### config.mk
export PLATFORM = sky130hd
export DESIGN_NAME = vram_scan_arbiter
export DESIGN_NICKNAME = d
export VERILOG_FILES = /design/src/rtl/vram_arb_pkg.sv /design/src/rtl/vram_scan_addr.sv /design/src/rtl/vram_scan_arbiter.sv
export SDC_FILE = /design/constraint.sdc
export NUM_CORES = 1
export LEC_CHECK = 0
export ABC_CLOCK_PERIOD_IN_PS = 6300
export CORE_UTILIZATION = 35
export CTS_BUF_LIST = sky130_fd_sc_hd__clkbuf_8
export DETAILED_ROUTE_END_ITERATION = 12
export DONT_BUFFER_PORTS = 1
export PLACE_DENSITY = 0.59
export SLEW_MARGIN = 20
export SYNTH_ARGS = -nofsm -noshare
export SYNTH_HDL_FRONTEND = slang
export SYNTH_SLANG_ARGS = --single-unit
export TNS_END_PERCENT = 5
### constraint.sdc
create_clock -name clk -period 6.3 [get_ports clk]
set_input_delay 1.26 -clock clk [delete_from_list [all_inputs] [get_ports clk]]
set_output_delay 1.26 -clock clk [all_outputs]
set_load 0.02 [all_outputs]
### src/rtl/vram_arb_pkg.sv
// Shared types and default geometry for the VRAM scan arbiter.
//   pixel_t     : RGB 4:4:4 pixel word
//   arb_state_t : arbiter FSM states (RUN, CLEAR)
//   COLS/ROWS/DEPTH : framebuffer geometry for the default 640x480 / SCALE 4 timing
package vram_arb_pkg;
  localparam int DEF_H_ACTIVE = 640;
  localparam int DEF_H_TOTAL  = 800;
  localparam int DEF_V_ACTIVE = 480;
  localparam int DEF_V_TOTAL  = 525;
  localparam int DEF_SCALE    = 4;
  localparam int DEF_PIX_W    = 12;
  localparam int DEF_ADDR_W   = 15;

  localparam int COLS  = DEF_H_ACTIVE / DEF_SCALE;
  localparam int ROWS  = DEF_V_ACTIVE / DEF_SCALE;
  localparam int DEPTH = COLS * ROWS;

  typedef logic [DEF_PIX_W-1:0] pixel_t;
  typedef enum logic {RUN, CLEAR} arb_state_t;
endpackage

### src/rtl/vram_scan_addr.sv
// Scanout slot decoder (purely combinational).
//   hcount, vcount : raster position from vga_timing
//   disp_read      : this cycle is the scanout read slot and the fetched pixel is visible
//   pix_ld         : cycle after a scanout read; pix_q captures mem_rdata at its end
//   fetch_addr     : framebuffer address of the pixel group being fetched
module vram_scan_addr #(
  parameter int H_TOTAL  = 800,
  parameter int V_ACTIVE = 480,
  parameter int V_TOTAL  = 525,
  parameter int SCALE    = 4,
  parameter int COLS     = 160,
  parameter int ADDR_W   = 15
) (
  input  logic [9:0]        hcount,
  input  logic [9:0]        vcount,
  output logic              disp_read,
  output logic              pix_ld,
  output logic [ADDR_W-1:0] fetch_addr
);
  localparam int SH     = $clog2(SCALE);
  localparam int GROUPS = H_TOTAL / SCALE;

  logic [SH-1:0] phase;
  logic [10:0]   col_nx, col, line;
  logic          wrap, in_win;

  // Both the read slot (p=SCALE-2) and the load cycle (p=SCALE-1) belong to the
  // group that starts at the next multiple of SCALE, so the fetched column is
  // always group+1. Sharing it keeps the load enable aligned with the read.
  assign phase  = hcount[SH-1:0];
  assign col_nx = 11'(hcount >> SH) + 11'd1;
  assign wrap   = (col_nx == 11'(GROUPS));
  assign col    = wrap ? 11'd0 : col_nx;
  // Fetch at the end of a line prefetches column 0 of the following line.
  assign line   = !wrap ? {1'b0, vcount} :
                  (vcount == 10'(V_TOTAL - 1)) ? 11'd0 : {1'b0, vcount} + 11'd1;
  assign in_win = (col < 11'(COLS)) && (line < 11'(V_ACTIVE));

  assign disp_read  = in_win && (phase == SH'(SCALE - 2));
  assign pix_ld     = in_win && (phase == SH'(SCALE - 1));
  assign fetch_addr = ADDR_W'(((32'(line) >> SH) * 32'(COLS)) + 32'(col));
endmodule

### src/rtl/vram_scan_arbiter.sv
// Shares one single-port pixel RAM (1-cycle read latency) between VGA scanout,
// a hardware clear engine and a host writer. Scanout owns one slot per SCALE
// pixels; the remaining slots go to clear, then host writes.
// Optional feature: define VRAM_ARB_DBUF_EN for double buffering (front/back
// swap at the start of vertical blank).
// Ports:
//   clk, rst (sync, active-low)
//   hcount, vcount, vga_active       : raster position from vga_timing
//   wr_valid/wr_ready/wr_addr/wr_data: host write handshake
//   clear_req, clear_color, busy     : whole-buffer fill
//   swap_req, front_buf              : buffer swap request / displayed buffer
//   mem_addr, mem_we, mem_wdata, mem_rdata : RAM port (addr MSB = buffer select)
//   pix_out                          : pixel to vga_pixel_gen, 0 outside active video
module vram_scan_arbiter
  import vram_arb_pkg::*;
#(
  parameter int H_ACTIVE = DEF_H_ACTIVE,
  parameter int H_TOTAL  = DEF_H_TOTAL,
  parameter int V_ACTIVE = DEF_V_ACTIVE,
  parameter int V_TOTAL  = DEF_V_TOTAL,
  parameter int SCALE    = DEF_SCALE,
  parameter int PIX_W    = DEF_PIX_W,
  parameter int ADDR_W   = DEF_ADDR_W
) (
  input  logic              clk,
  input  logic              rst,
  input  logic [9:0]        hcount,
  input  logic [9:0]        vcount,
  input  logic              vga_active,
  input  logic              wr_valid,
  output logic              wr_ready,
  input  logic [ADDR_W-1:0] wr_addr,
  input  logic [PIX_W-1:0]  wr_data,
  input  logic              clear_req,
  input  logic [PIX_W-1:0]  clear_color,
  output logic              busy,
  input  logic              swap_req,
  output logic              front_buf,
  output logic [ADDR_W:0]   mem_addr,
  output logic              mem_we,
  output logic [PIX_W-1:0]  mem_wdata,
  input  logic [PIX_W-1:0]  mem_rdata,
  output logic [PIX_W-1:0]  pix_out
);
  localparam int N_COLS  = H_ACTIVE / SCALE;
  localparam int N_ROWS  = V_ACTIVE / SCALE;
  localparam int N_DEPTH = N_COLS * N_ROWS;

  arb_state_t        state;
  logic [ADDR_W-1:0] clr_cnt;
  logic              busy_q;
  logic [PIX_W-1:0]  pix_q;
  logic              front_q, back_sel;
  logic              disp_read, pix_ld;
  logic [ADDR_W-1:0] fetch_addr;
  logic              clr_wr, host_ok, host_wr;

  vram_scan_addr #(
    .H_TOTAL (H_TOTAL),
    .V_ACTIVE(V_ACTIVE),
    .V_TOTAL (V_TOTAL),
    .SCALE   (SCALE),
    .COLS    (N_COLS),
    .ADDR_W  (ADDR_W)
  ) u_scan (
    .hcount    (hcount),
    .vcount    (vcount),
    .disp_read (disp_read),
    .pix_ld    (pix_ld),
    .fetch_addr(fetch_addr)
  );

`ifdef VRAM_ARB_DBUF_EN
  logic swap_pending;

  // A swap only takes effect at the first pixel of vertical blank so the
  // displayed frame never tears; a request arriving on that cycle is absorbed.
  always_ff @(posedge clk) begin
    if (!rst) begin
      front_q      <= 1'b0;
      swap_pending <= 1'b0;
    end else if (swap_pending && hcount == 10'd0 && vcount == 10'(V_ACTIVE)) begin
      front_q      <= ~front_q;
      swap_pending <= 1'b0;
    end else if (swap_req) begin
      swap_pending <= 1'b1;
    end
  end
  assign back_sel = ~front_q;
`else
  logic unused_swap;
  assign unused_swap = swap_req;
  assign front_q     = 1'b0;
  assign back_sel    = 1'b0;
`endif

  // Slot owners: scanout > clear > host. clear_req also blocks the host for
  // that cycle so an accepted handshake always means a real write.
  assign clr_wr   = rst && (state == CLEAR) && !disp_read;
  assign host_ok  = rst && (state == RUN) && !disp_read && !clear_req;
  assign host_wr  = host_ok && wr_valid;
  assign wr_ready = host_ok;

  always_comb begin
    mem_addr  = {front_q, fetch_addr};
    mem_we    = 1'b0;
    mem_wdata = '0;
    if (clr_wr) begin
      mem_we    = 1'b1;
      mem_addr  = {back_sel, clr_cnt};
      mem_wdata = clear_color;
    end else if (host_wr) begin
      mem_we    = 1'b1;
      mem_addr  = {back_sel, wr_addr};
      mem_wdata = wr_data;
    end
  end

  always_ff @(posedge clk) begin
    if (!rst) begin
      state   <= RUN;
      clr_cnt <= '0;
      busy_q  <= 1'b0;
    end else begin
      case (state)
        RUN: if (clear_req) begin
          state   <= CLEAR;
          clr_cnt <= '0;
          busy_q  <= 1'b1;
        end
        CLEAR: if (!disp_read) begin
          clr_cnt <= clr_cnt + ADDR_W'(1);
          if (clr_cnt == ADDR_W'(N_DEPTH - 1)) begin
            state  <= RUN;
            busy_q <= 1'b0;
          end
        end
        default: state <= RUN;
      endcase
    end
  end

  // Captured once per group so the replicated pixel is stable for SCALE clocks.
  always_ff @(posedge clk) begin
    if (!rst)        pix_q <= '0;
    else if (pix_ld) pix_q <= mem_rdata;
  end

  assign busy      = busy_q;
  assign front_buf = front_q;
  assign pix_out   = vga_active ? pix_q : '0;
endmodule
After elaboration in Yosys (flattened, before gate mapping)
Index checks and enable logic that the tools add are counted.
{"block": "classes", "n_addsub": 4, "multipliers": 1, "n_div": 0, "magnitude_cmp": 2, "n_eq_ne": 8, "shift": 0, "n_mux": 21, "n_bitwise": 1, "n_reduce_logical": 13}
{"op": "2-to-1 mux 15 bit", "n": 3}
{"op": "2-to-1 mux 12 bit", "n": 3}
{"op": "2-to-1 mux 11 bit", "n": 3}
{"op": "one-hot mux 15 bit (2 select lines)", "n": 1}
{"op": "2-to-1 mux 16 bit", "n": 1}
{"op": "adder 15 x 1 -> 15 bit, second input constant", "n": 1}
{"op": "adder 15 x 11 -> 15 bit", "n": 1}
{"op": "equality test 15 bit, second input constant", "n": 1}
{"op": "adder 10 x 1 -> 11 bit, second input constant", "n": 1}
{"op": "equality test 11 x 8 -> 1 bit, second input constant", "n": 1}
{"op": "< comparator 11 x 8 -> 1 bit, second input constant", "n": 1}
{"op": "< comparator 11 x 9 -> 1 bit, second input constant", "n": 1}
{"op": "equality test 10 bit, second input constant", "n": 1}
{"op": "multiplier 9 x 3 -> 10 bit, second input constant", "n": 1}
{"op": "adder 8 x 1 -> 9 bit, second input constant", "n": 1}
{"op": "logical AND 1 bit", "n": 9}
{"op": "2-to-1 mux 1 bit", "n": 8}
{"op": "equality test 2 bit, second input constant", "n": 2}
{"op": "!= test 2 bit, second input constant", "n": 2}
{"op": "one-hot mux 1 bit (2 select lines)", "n": 2}
{"op": "AND reduction 3 bit", "n": 1}
{"op": "zero test 1 bit", "n": 2}
{"op": "!= test 2 x 1 -> 1 bit, second input constant", "n": 1}
{"op": "AND reduction 2 bit", "n": 1}
{"op": "NOT 1 bit", "n": 1}
{"block": "totals", "regBits": 29, "latchBits": 0, "ram_bits": 0, "romBits": 0, "in_bits": 77, "output_inout_bits": 44, "memories": 0}

Logic depth before layout (Yosys ltp)
Gate-level depths: netlist of the first run.
{"block": "depth", "depth_word": 12, "mapped_depth": 19, "mapped_depth_nobuf": 18}

Modules after synthesis
Synthesis of the first run repeated with hierarchy kept, for this count alone.
{"block": "hier_totals", "hier_cells": 396, "area_unflattened_um2": 2999.1}
{"mod": "vram_scan_arbiter", "n_inst": 1, "cells_per_inst": 234, "area_per_inst_um2": 1828.0, "seq_area_each_um2": 580.6}
{"mod": "vram_scan_addr", "n_inst": 1, "cells_per_inst": 162, "area_per_inst_um2": 1171.1, "seq_area_each_um2": 0.0}

Worst setup path before layout of the first run
Ideal clock, no wire load.
{"block": "synth_timing", "path_kind": "input to output", "from": "input hcount[2]", "to": "output mem_addr[14]", "arrival_time_ns": 5.029, "required_ns": 5.040, "setup_slack_ns": 0.011, "path_stages": 17, "path_buffers": 1, "path_cell_list": "ha_1 -> nor3b_1 -> o211ai_2 -> a211oi_1 -> buf_2 -> nand4_1 -> or2_2 -> nor2_1 -> xor2_1 -> ha_1 -> ha_1 -> and3_1 -> a211o_1 -> a311oi_1 -> xor2_1 -> xnor2_1 -> o22ai_1"}
{"block": "synth_via", "elab_chain_len": 12}
{"element": "start, declared", "line": "vram_scan_arbiter.sv:27", "text": "input logic [9:0] hcount,"}
{"element": "adder 8 x 1 -> 9 bit (*)", "line": "vram_scan_addr.sv:31", "text": "assign col_nx = 11'(hcount >> SH) + 11'd1;"}
{"element": "branches (longest 10 deep; another with adder 15 x 11 -> 15 bit)"}
{"element": "2-to-1 mux 16 bit (*)", "line": "vram_scan_arbiter.sv:108", "text": "if (clr_wr) begin"}
{"element": "end, declared", "line": "vram_scan_arbiter.sv:39", "text": "output logic [ADDR_W:0] mem_addr,"}
Every way passes the cells marked *.

Worst setup path after layout of the first run
Same ends and word-level chain as after synthesis.

==> results of run 1 <==
==> routing by layer <==
layer	track usage	wire length, um
met5	0	0
met4	0.04602	109
met3	0.04028	560
met2	0.3137	4302
met1	0.2283	3519
==> cells in the final DEF, fill, tap and decap left out, drive strengths merged, types with 7 or more instances in the layout <==
master  synthesis  final
mux2i          13     13
a22oi          27     27
xor2           10     10
ha             19     19
xnor2          13     13
o21ai          15     15
and3           11     11
nor4            7      7
buf            13     26
dfxtp          29     29
or3             7      7
nand2          21     21
nand3          18     18
inv            20     21
o211ai          8      8
nor2           40     40
a21oi           7      7
o22ai          13     13
and2           19     19
==> power groups by stage <==
stage | logic, W | clock network [W] | registers, W
2_1_floorplan | 0.000157 | 0 | 0.000193
3_3_place_gp | 0.000204 | 0 | 0.000194
3_5_place_dp | 0.000206 | 0 | 0.000194
4_1_cts | 0.000207 | 0.000203 | 0.000190
5_1_grt | 0.000235 | 0.000212 | 0.000190
6_report | 0.000214 | 0.000200 | 0.000190
==> synth_stat cells (3+ instances only) <==
cell                         n  area (sq um)
sky130_fd_sc_hd__o31ai_1     4         30.03
sky130_fd_sc_hd__nand2_1    21         78.83
sky130_fd_sc_hd__mux2i_1    13         130.1
sky130_fd_sc_hd__nand2b_1    6         37.54
sky130_fd_sc_hd__buf_2       4         20.02
sky130_fd_sc_hd__a22oi_1    27         202.7
sky130_fd_sc_hd__nand4_1     3         18.77
sky130_fd_sc_hd__o21ai_0    12         60.06
sky130_fd_sc_hd__nor4_1      6         37.54
sky130_fd_sc_hd__o31a_1      5         43.79
sky130_fd_sc_hd__o21bai_1    3         22.52
sky130_fd_sc_hd__o22ai_1    13         81.33
sky130_fd_sc_hd__clkbuf_1   13         48.80
sky130_fd_sc_hd__xnor2_1    13         113.9
sky130_fd_sc_hd__o2111ai_1   4         35.03
sky130_fd_sc_hd__nand3_1    18         90.09
sky130_fd_sc_hd__ha_1       19         237.7
sky130_fd_sc_hd__and2_1     19         118.9
sky130_fd_sc_hd__and3_1     10         62.56
sky130_fd_sc_hd__dfxtp_1    29         580.6
sky130_fd_sc_hd__a21oi_1     6         30.03
sky130_fd_sc_hd__inv_1      20         75.07
sky130_fd_sc_hd__xor2_1     10         87.58
sky130_fd_sc_hd__o211ai_1    7         52.55
sky130_fd_sc_hd__o21ai_1     3         15.01
sky130_fd_sc_hd__nor2_1     39         146.4
sky130_fd_sc_hd__nor3_1      6         30.03
sky130_fd_sc_hd__buf_4       5         37.54
sky130_fd_sc_hd__or3_1       7         43.79
==> registers in the layout, indices dropped and copies added (netlist names) <==
signal / cells
busy: 1
clr_cnt: 15
pix_q: 12
state: 1
==> critical path, delay by kind of cell <==
kind                     cells  cell delay, ps
AO/OA/AOI/OAI                5            1120
AND/OR/NAND/NOR              4             760
adder cells (fa/ha/maj)      3             750
XOR/XNOR                     3             490
buffers and inverters        2             390
==> path summary, 6_finish.rpt <==
path                                 from                       end  slack (ps)
setup reg to reg  clr_cnt[0]$_SDFFE_PN0P_  clr_cnt[14]$_SDFFE_PN0P_        4270
hold reg to reg     pix_q[7]$_SDFFE_PN0P_     pix_q[7]$_SDFFE_PN0P_         480
hold / removal      pix_q[7]$_SDFFE_PN0P_     pix_q[7]$_SDFFE_PN0P_         480
setup / recovery                hcount[2]              mem_addr[14]         260
==> repair_timing <==
item                                    4_1_cts  5_1_grt
gates cloned                                  0        0
pin swaps                                     0       10
endpoints found under the hold margin         0        0
resized for setup                             2       14
endpoints found under the setup margin        1        2
setup buffers                                 0        2
hold buffers                                  0        0
==> per-stage QoR <==
| step | cells | util | TNS [ps] | area, sq um |
|---|---|---|---|---|
| after global placement | 501 | 0.3884 | -2.221 | 3256 |
| after floorplan | 398 | - | 0 | 3093 |
| final | 511 | 0.4157 | 0 | 3485 |
| after CTS | 509 | 0.4035 | 0 | 3382 |
| after global routing | 511 | 0.4157 | -20.59 | 3485 |
| after detailed placement | 501 | 0.3884 | -66.77 | 3256 |
==> layout make-up <==
type,count,area [sq um],share of cell area
repair buffers,26,195.2,0.05601
well taps,105,131.4,0.03770
clock buffers,6,82.58,0.02370
flip-flops and latches,29,580.6,0.1666
inverters,20,75.07,0.02154
multi-input cells,323,2386,0.6847
clock inverters,2,33.78,0.009695
==> kinds of logic after synthesis <==
| kind of cell | after synthesis | share of synthesized area |
|---|---|---|
| adder cells (fa/ha/maj) | 21 | 0.08992 |
| multiplexers | 13 | 0.04212 |
| other | 1 | 0.001214 |
| buffers and inverters | 46 | 0.07371 |
| XOR/XNOR | 23 | 0.06521 |
| AO/OA/AOI/OAI | 113 | 0.2827 |
| AND/OR/NAND/NOR | 151 | 0.2572 |
| flip-flops | 29 | 0.1879 |
==> qor_table.md, run 1 <==
| Step | Result | This run |
| --- | --- | --- |
| yosys | Synth unique cells | 72 |
| timing | Setup-violating endpoint count in the final report | 0 |
| clock tree | Clock tree from TritonCTS | yes |
| flow run | # Max-Cap Violations | 0 |
| yosys | Number of synthesized register bits | 29 |
| power | Sequential cell fraction of total power | 0.315 |
| critical path | Depth of the most critical reg-to-reg path | 8 |
| critical path | Maximum fanout count along the critical path | 7 |
| placed design | Port Buf Inserts | 0 |
| yosys | Synthesis warning total | 0 |
| min path | Number of instances on the worst hold path | 2 |
| critical path | Crit. End Element | output pin |
| yosys | Part of the Yosys area used for sequential elements | 0.1879 |
| route | Number of vias after detailed routing | 3014 |
| grt | Number of antenna violations at the first check in global routing | 0 |
| timing | Max transition margin | 0.3553 |
| yosys | Async set-or-reset flop fraction in the synthesized netlist | 0 |
| critical path | Required time worst endpoint | 5040 ps |
| clock tree | H-Tree Level Count | 2 |
| route | Via-per-instance ratio | 5.898 |
| critical path | Critical setup path kind | input port to output pin |
| route | Drt first pass iters | 4 |
| grt | Largest net degree at the start of global routing | 41 |
| final layout | Diodes inserted | 0 |
| power | Internal power component | 0.0004010 W |
| route | Total wire length | 8.492 mm |
| critical path | Arrival time at the worst endpoint | 4780 ps |
| final layout | P&R area growth vs syn | 12.80% |
| clock tree | CTS Sinks | 29 |
| power | Relative contribution of combinational cells to total power | 0.354 |
| final layout | Share of post-route cells with drive strength above 1 | 0.1453 |
| timing | Hold violation count in the final report | 0 |
| route | Remaining design rule violation count | 0 |
| floorplanning | Cell Rows | 33 |
| timing | Max-slew violation count | 0 |
| power | Switching power | 0.0002028 W |
| power | Maximum VDD drop | 0.07377 mV |
| timing | Smallest setup slack after layout | 264.4 ps |
| floorplanning | Core outline area | 0.008382 sq mm |
| timing | Smallest hold slack | 483.8 ps |
| clock tree | Clock transition at the register clock pins on the worst setup and hold paths after CTS | 60 ps |
| final layout | Number of nets in the layout | 503 |
| placed design | Routability-driven placement congestion ratio | 0.8221 |
| clock tree | Buffer levels on the longest clock path | 2 |
| yosys | Synthesized netlist cell count | 397 |
| timing | Peak clock frequency supported by timing | 0.1657 GHz |
| placed design | Dpl ws | -66.77 ps |
| timing | Slew at the pin with the worst max-slew slack | 967.0 ps |
| power | Power share of the clock group | 0.331 |
| critical path | Worst stage delay on the critical path | 340 ps |
| power | Total power divided by cell area | 173.3 mW/mm^2 |
| route | Number of DRC violations after detailed-routing iteration 0 | 144 |
| floorplanning | Vert. Die Dim | 95.95 um |
| floorplanning | Initial Utilization | 0.3686 |
| placed design | Detailed placer's ending HPWL | 6.539 mm |
| critical path | Crit start category | input port |
| power | Sw Share | 0.3359 |
| clock tree | Clock root buffer | sky130_fd_sc_hd__clkbuf_8 |
| clock tree | Clock Latency Late Sink | 280 ps |
| grt | Congestion Overflow GR | 0 |
| grt | Global routing usage summed across all routing layers | 0.1819 |
| route | Routed length per instance | 16.62 um |
| yosys | Average size of a mapped cell | 7.781 sq um |
| timing | Final critical path time including I/O delays and setup | 6036 ps |
| floorplanning | Die Width | 95.95 um |
| final layout | Fillers | 875 |
| critical path | Series of cell instances along the critical path | ha_4 > and4b_1 > o211ai_2 > a211oi_2 > buf_4 > nand4_1 > or2_4 > xnor2_2 > ha_1 > ha_4 > nor2b_1 > o31a_1 > a311oi_2 > xor2_1 > xnor2_1 > o22ai_1 > buf_4 |
| timing | Ratio of final minimum period to clock period | 0.9580 |
| yosys | Post-Syn Area | 0.003089 sq mm |
| yosys | EDFF count, synth | 0 |
| yosys | Synth Flop Type | sky130_fd_sc_hd__dfxtp_1 |
| critical path | Library cell contributing the largest single delay on the critical path | sky130_fd_sc_hd__ha_1 |
| clock tree | Clock buffer count from CTS | 5 |
| grt | Via count of the first global-routing pass | 2749 |
| power | Leakage dissipation | 1.371 nW |
| min path | Worst min-delay path category | flip-flop to flip-flop |
| grt | Global-route wire length before repair | 13.12 mm |
| timing | Post-Route Skew | 4.413 ps |
| power | Post-layout power | 0.0006037 W |
| floorplanning | Boundary pin count | 121 |
| status | Result of the run | finished, final reports clean |
| floorplanning | Area of the die | 0.009206 sq mm |
| route | Detail Route Antenna Nets | 0 |
(Power assumes the default switching activity.)
==> inputs of run 2 (changes only) <==
--- a/config.mk
+++ b/config.mk
@@ -6,8 +6,10 @@
 export NUM_CORES = 1
 export LEC_CHECK = 0
 export ABC_CLOCK_PERIOD_IN_PS = 6300
+export CORE_MARGIN = 2
 export CORE_UTILIZATION = 35
 export CTS_BUF_LIST = sky130_fd_sc_hd__clkbuf_8
+export CTS_CLUSTER_DIAMETER = 100
 export DETAILED_ROUTE_END_ITERATION = 12
 export DONT_BUFFER_PORTS = 1
 export PLACE_DENSITY = 0.59
==> run 2 against run 1 <==
  * Worst hold slack hardly changed
  * Critical endpoint unchanged
  * Final cell count is 0.78% higher
  * Largest cell class unchanged
  * Largest power group is now the clock network
  * Sequential share of layout area down 0.089 points
  * Global-route usage fell by 0.72 points
  * Setup slack lost 4.8 ps
  * Non-clock buffer count rose by 1
  * Core utilization down 1.0 points
  * Count of clock-buffer cells in the layout fell by 1
  * Flip-flop and latch count unchanged
  * Combinational power hardly changed
==> qor_table.md, run 2 (synthesis gave the netlist of run 1 again) <==
| Step | Result | This run | Delta |
| --- | --- | --- | --- |
| status | Result of the run | finished, final reports clean | unchanged |
| route | Number of DRC violations after detailed-routing iteration 0 | 197 | was 144 |
| floorplanning | Vert. Die Dim | 97.95 um | was 95.95 um |
| clock tree | Buffer levels on the longest clock path | 2 | unchanged |
| route | Number of vias after detailed routing | 3035 | was 3014 |
| final layout | Top flop regs | clr_cnt: 15 flops, pix_q: 12 flops | unchanged |
| final layout | Share of post-route cells with drive strength above 1 | 0.1523 | was 0.1453 |
| timing | Max-slew violation count | 0 | unchanged |
| route | Drt first pass iters | 4 | unchanged |
| final layout | Most common library cell in the layout ignoring fill and taps | sky130_fd_sc_hd__nor2_1 | unchanged |
| power | Maximum VDD drop | 0.08543 mV | was 0.07377 mV |
| clock tree | Clock buffer count from CTS | 5 | unchanged |
| placed design | Port Buf Inserts | 0 | unchanged |
| placed design | Detailed placer's ending HPWL | 6.671 mm | was 6.539 mm |
| critical path | Launching point of the worst reg2reg path | clr_cnt[0]$_SDFFE_PN0P_ | unchanged |
| route | Routed length per instance | 16.93 um | was 16.62 um |
| critical path | Required time worst endpoint | 5040 ps | about the same |
| clock tree | Clock root buffer | sky130_fd_sc_hd__clkbuf_8 | unchanged |
| final layout | Commonest non-fill, non-tap cells in the layout | 38 x sky130_fd_sc_hd__nor2_1, 29 x sky130_fd_sc_hd__dfxtp_1, 27 x sky130_fd_sc_hd__a22oi_1, 27 x sky130_fd_sc_hd__buf_4, 21 x sky130_fd_sc_hd__nand2_1 | was 38 x sky130_fd_sc_hd__nor2_1, 29 x sky130_fd_sc_hd__dfxtp_1, 27 x sky130_fd_sc_hd__a22oi_1, 26 x sky130_fd_sc_hd__buf_4 |
| clock tree | Clock transition at the register clock pins on the worst setup and hold paths after CTS | 60 ps | about the same |
| timing | Ratio of final minimum period to clock period | 0.9588 | was 0.9580 |
| floorplanning | Boundary pin count | 121 | unchanged |
| timing | Slew at the pin with the worst max-slew slack | 997.1 ps | was 967.0 ps |
| clock tree | Clock tree from TritonCTS | yes | unchanged |
| timing | Post-Route Skew | 1.731 ps | was 4.413 ps |
| grt | Largest net degree at the start of global routing | 41 | unchanged |
| final layout | Utilization after layout | 0.4057 | was 0.4157 |
| power | Leakage dissipation | 1.385 nW | was 1.371 nW |
| grt | Global-route wire length before repair | 14.01 mm | was 13.12 mm |
| clock tree | H-Tree Level Count | 2 | unchanged |
| final layout | Total non-filler cell area in the finished layout | 0.003503 sq mm | was 0.003485 sq mm |
| grt | Global routing usage summed across all routing layers | 0.1747 | was 0.1819 |
| grt | Number of antenna violations at the first check in global routing | 0 | unchanged |
| timing | Setup-violating endpoint count in the final report | 0 | unchanged |
| critical path | FF-to-FF End | clr_cnt[14]$_SDFFE_PN0P_ | unchanged |
| final layout | P&R area growth vs syn | 13.41% | was 12.80% |
| critical path | Flop2flop setup slack | 4240 ps | was 4270 ps |
| floorplanning | Core outline area | 0.008636 sq mm | was 0.008382 sq mm |
| clock tree | CTS Sinks | 29 | unchanged |
| final layout | Number of nets in the layout | 504 | was 503 |
| critical path | Depth of the most critical reg-to-reg path | 8 | unchanged |
| floorplanning | Area of the die | 0.009594 sq mm | was 0.009206 sq mm |
| final layout | Fillers | 892 | was 875 |
| grt | Congestion Overflow GR | 0 | unchanged |
| critical path | Maximum fanout count along the critical path | 6 | was 7 |
| critical path | Origin of the worst setup path | hcount[2] | unchanged |
| clock tree | Clock Latency Late Sink | 280 ps | about the same |
| flow run | # Max-Cap Violations | 0 | unchanged |
| timing | Sum of negative setup slack | 0 ps | unchanged |
| route | Detail Route Antenna Nets | 0 | unchanged |
| floorplanning | Initial Utilization | 0.3577 | was 0.3686 |
| grt | Via count of the first global-routing pass | 2949 | was 2749 |
| timing | Final critical path time including I/O delays and setup | 6040 ps | was 6036 ps |
| timing | Hold violation count in the final report | 0 | unchanged |
| route | Via-per-instance ratio | 5.893 | was 5.898 |
| final layout | Number of flip-flops in the largest register | 15 | unchanged |
| power | Total power divided by cell area | 181.7 mW/mm^2 | was 173.3 mW/mm^2 |
| critical path | Critical setup path kind | input port to output pin | unchanged |
| placed design | Post-DP Area | 0.003267 sq mm | was 0.003256 sq mm |
| critical path | Worst setup path end | mem_addr[14] | unchanged |
| min path | Worst min-delay path category | flip-flop to flip-flop | unchanged |
| min path | Number of instances on the worst hold path | 2 | unchanged |
| placed design | Routability-driven placement congestion ratio | 0.8385 | was 0.8221 |
| route | Total wire length | 8.718 mm | was 8.492 mm |
| floorplanning | Die Width | 97.95 um | was 95.95 um |
| timing | Max transition margin | 0.3352 | was 0.3553 |
| final layout | Most flop-heavy register | clr_cnt | unchanged |
| timing | RSZ-0062 raised after global routing | false |  |
| floorplanning | Cell Rows | 34 | was 33 |
| clock tree | Hold-fix buffers, CTS | 0 | unchanged |
| timing | Smallest hold slack | 483.3 ps | was 483.8 ps |
| final layout | Diodes inserted | 0 | unchanged |
| route | Remaining design rule violation count | 0 | unchanged |
| critical path | Crit. End Element | output pin | unchanged |
| timing | Peak clock frequency supported by timing | 0.1656 GHz | was 0.1657 GHz |
| critical path | Crit start category | input port | unchanged |
| critical path | Arrival time at the worst endpoint | 4780 ps | about the same |
## run 2: changes by cell type in the layout (fill, tap and decap cells not counted), sizes merged
cell / change
inv: -1
buf: +1
clkbuf: -1
bufinv: +1
clkinv: +1
## run 2: how the worst min path moves through the flow
stage	from	endpoint	slack [ps]
2_1_floorplan	pix_q[0]$_SDFFE_PN0P_	pix_q[0]$_SDFFE_PN0P_	450
6_report	pix_q[10]$_SDFFE_PN0P_	pix_q[10]$_SDFFE_PN0P_	480
3_3_place_gp	pix_q[10]$_SDFFE_PN0P_	pix_q[10]$_SDFFE_PN0P_	470
5_1_grt	pix_q[1]$_SDFFE_PN0P_	pix_q[1]$_SDFFE_PN0P_	530
3_5_place_dp	pix_q[10]$_SDFFE_PN0P_	pix_q[10]$_SDFFE_PN0P_	480
4_1_cts	pix_q[10]$_SDFFE_PN0P_	pix_q[10]$_SDFFE_PN0P_	490
## run 2: timing repair
item,4_1_cts,5_1_grt
pin swaps,1,7
setup endpoints to repair,1,3
buffers inserted,0,2
gates resized for setup,1,16
## run 2: final cells by class
class,instances,area [sq um],share of cell area
inverters,20,75.07,0.02143
multi-input cells,323,2376,0.6782
well taps,108,135.1,0.03857
clock inverters,3,65.06,0.01857
repair buffers,27,202.7,0.05786
flip-flops and latches,29,580.6,0.1657
clock buffers,5,68.82,0.01964
## run 2: metrics by stage
stage	setup slack (ps)	total power, W	cells
finish	259.6	0.0006366	515
global route	20.06	0.0006703	515
CTS	2.688	0.0006346	513
detailed placement	-48.23	0.0004017	505
global placement	-22.32	0.0003995	505
floorplan	10.63	0.0003508	398
## run 2: report_power, final
| part | switching (W) | internal [W] | leakage [nW] |
|---|---|---|---|
| logic | 0.000129 | 0.0000864 | 1.08 |
| clock network | 0.0000748 | 0.000157 | 0.0681 |
| registers | 0.00000299 | 0.000187 | 0.235 |
## run 2: worst max-delay path: stages
cell and delay [ps]:
sky130_fd_sc_hd__ha_4 140, sky130_fd_sc_hd__and4b_1 200, sky130_fd_sc_hd__o211ai_2 120, sky130_fd_sc_hd__a211oi_2 290, sky130_fd_sc_hd__buf_4 180, sky130_fd_sc_hd__o21ai_0 120
sky130_fd_sc_hd__o31ai_2 320, sky130_fd_sc_hd__ha_1 290, sky130_fd_sc_hd__ha_1 230, sky130_fd_sc_hd__inv_1 80, sky130_fd_sc_hd__fa_2 220, sky130_fd_sc_hd__nor2b_2 50
sky130_fd_sc_hd__o31a_1 320, sky130_fd_sc_hd__a311oi_2 300, sky130_fd_sc_hd__xor2_1 200, sky130_fd_sc_hd__xnor2_1 140, sky130_fd_sc_hd__o22ai_1 100, sky130_fd_sc_hd__buf_4 210
## run 2: metal layers
metal / track usage / vias to the layer above / part of all wire
li1: - / 1499 / -
met1: 0.2044 / 1451 / 0.41
met2: 0.3219 / 75 / 0.53
met3: 0.02792 / 10 / 0.044
met4: 0.05876 / 0 / 0.015
met5: 0 / - / 0
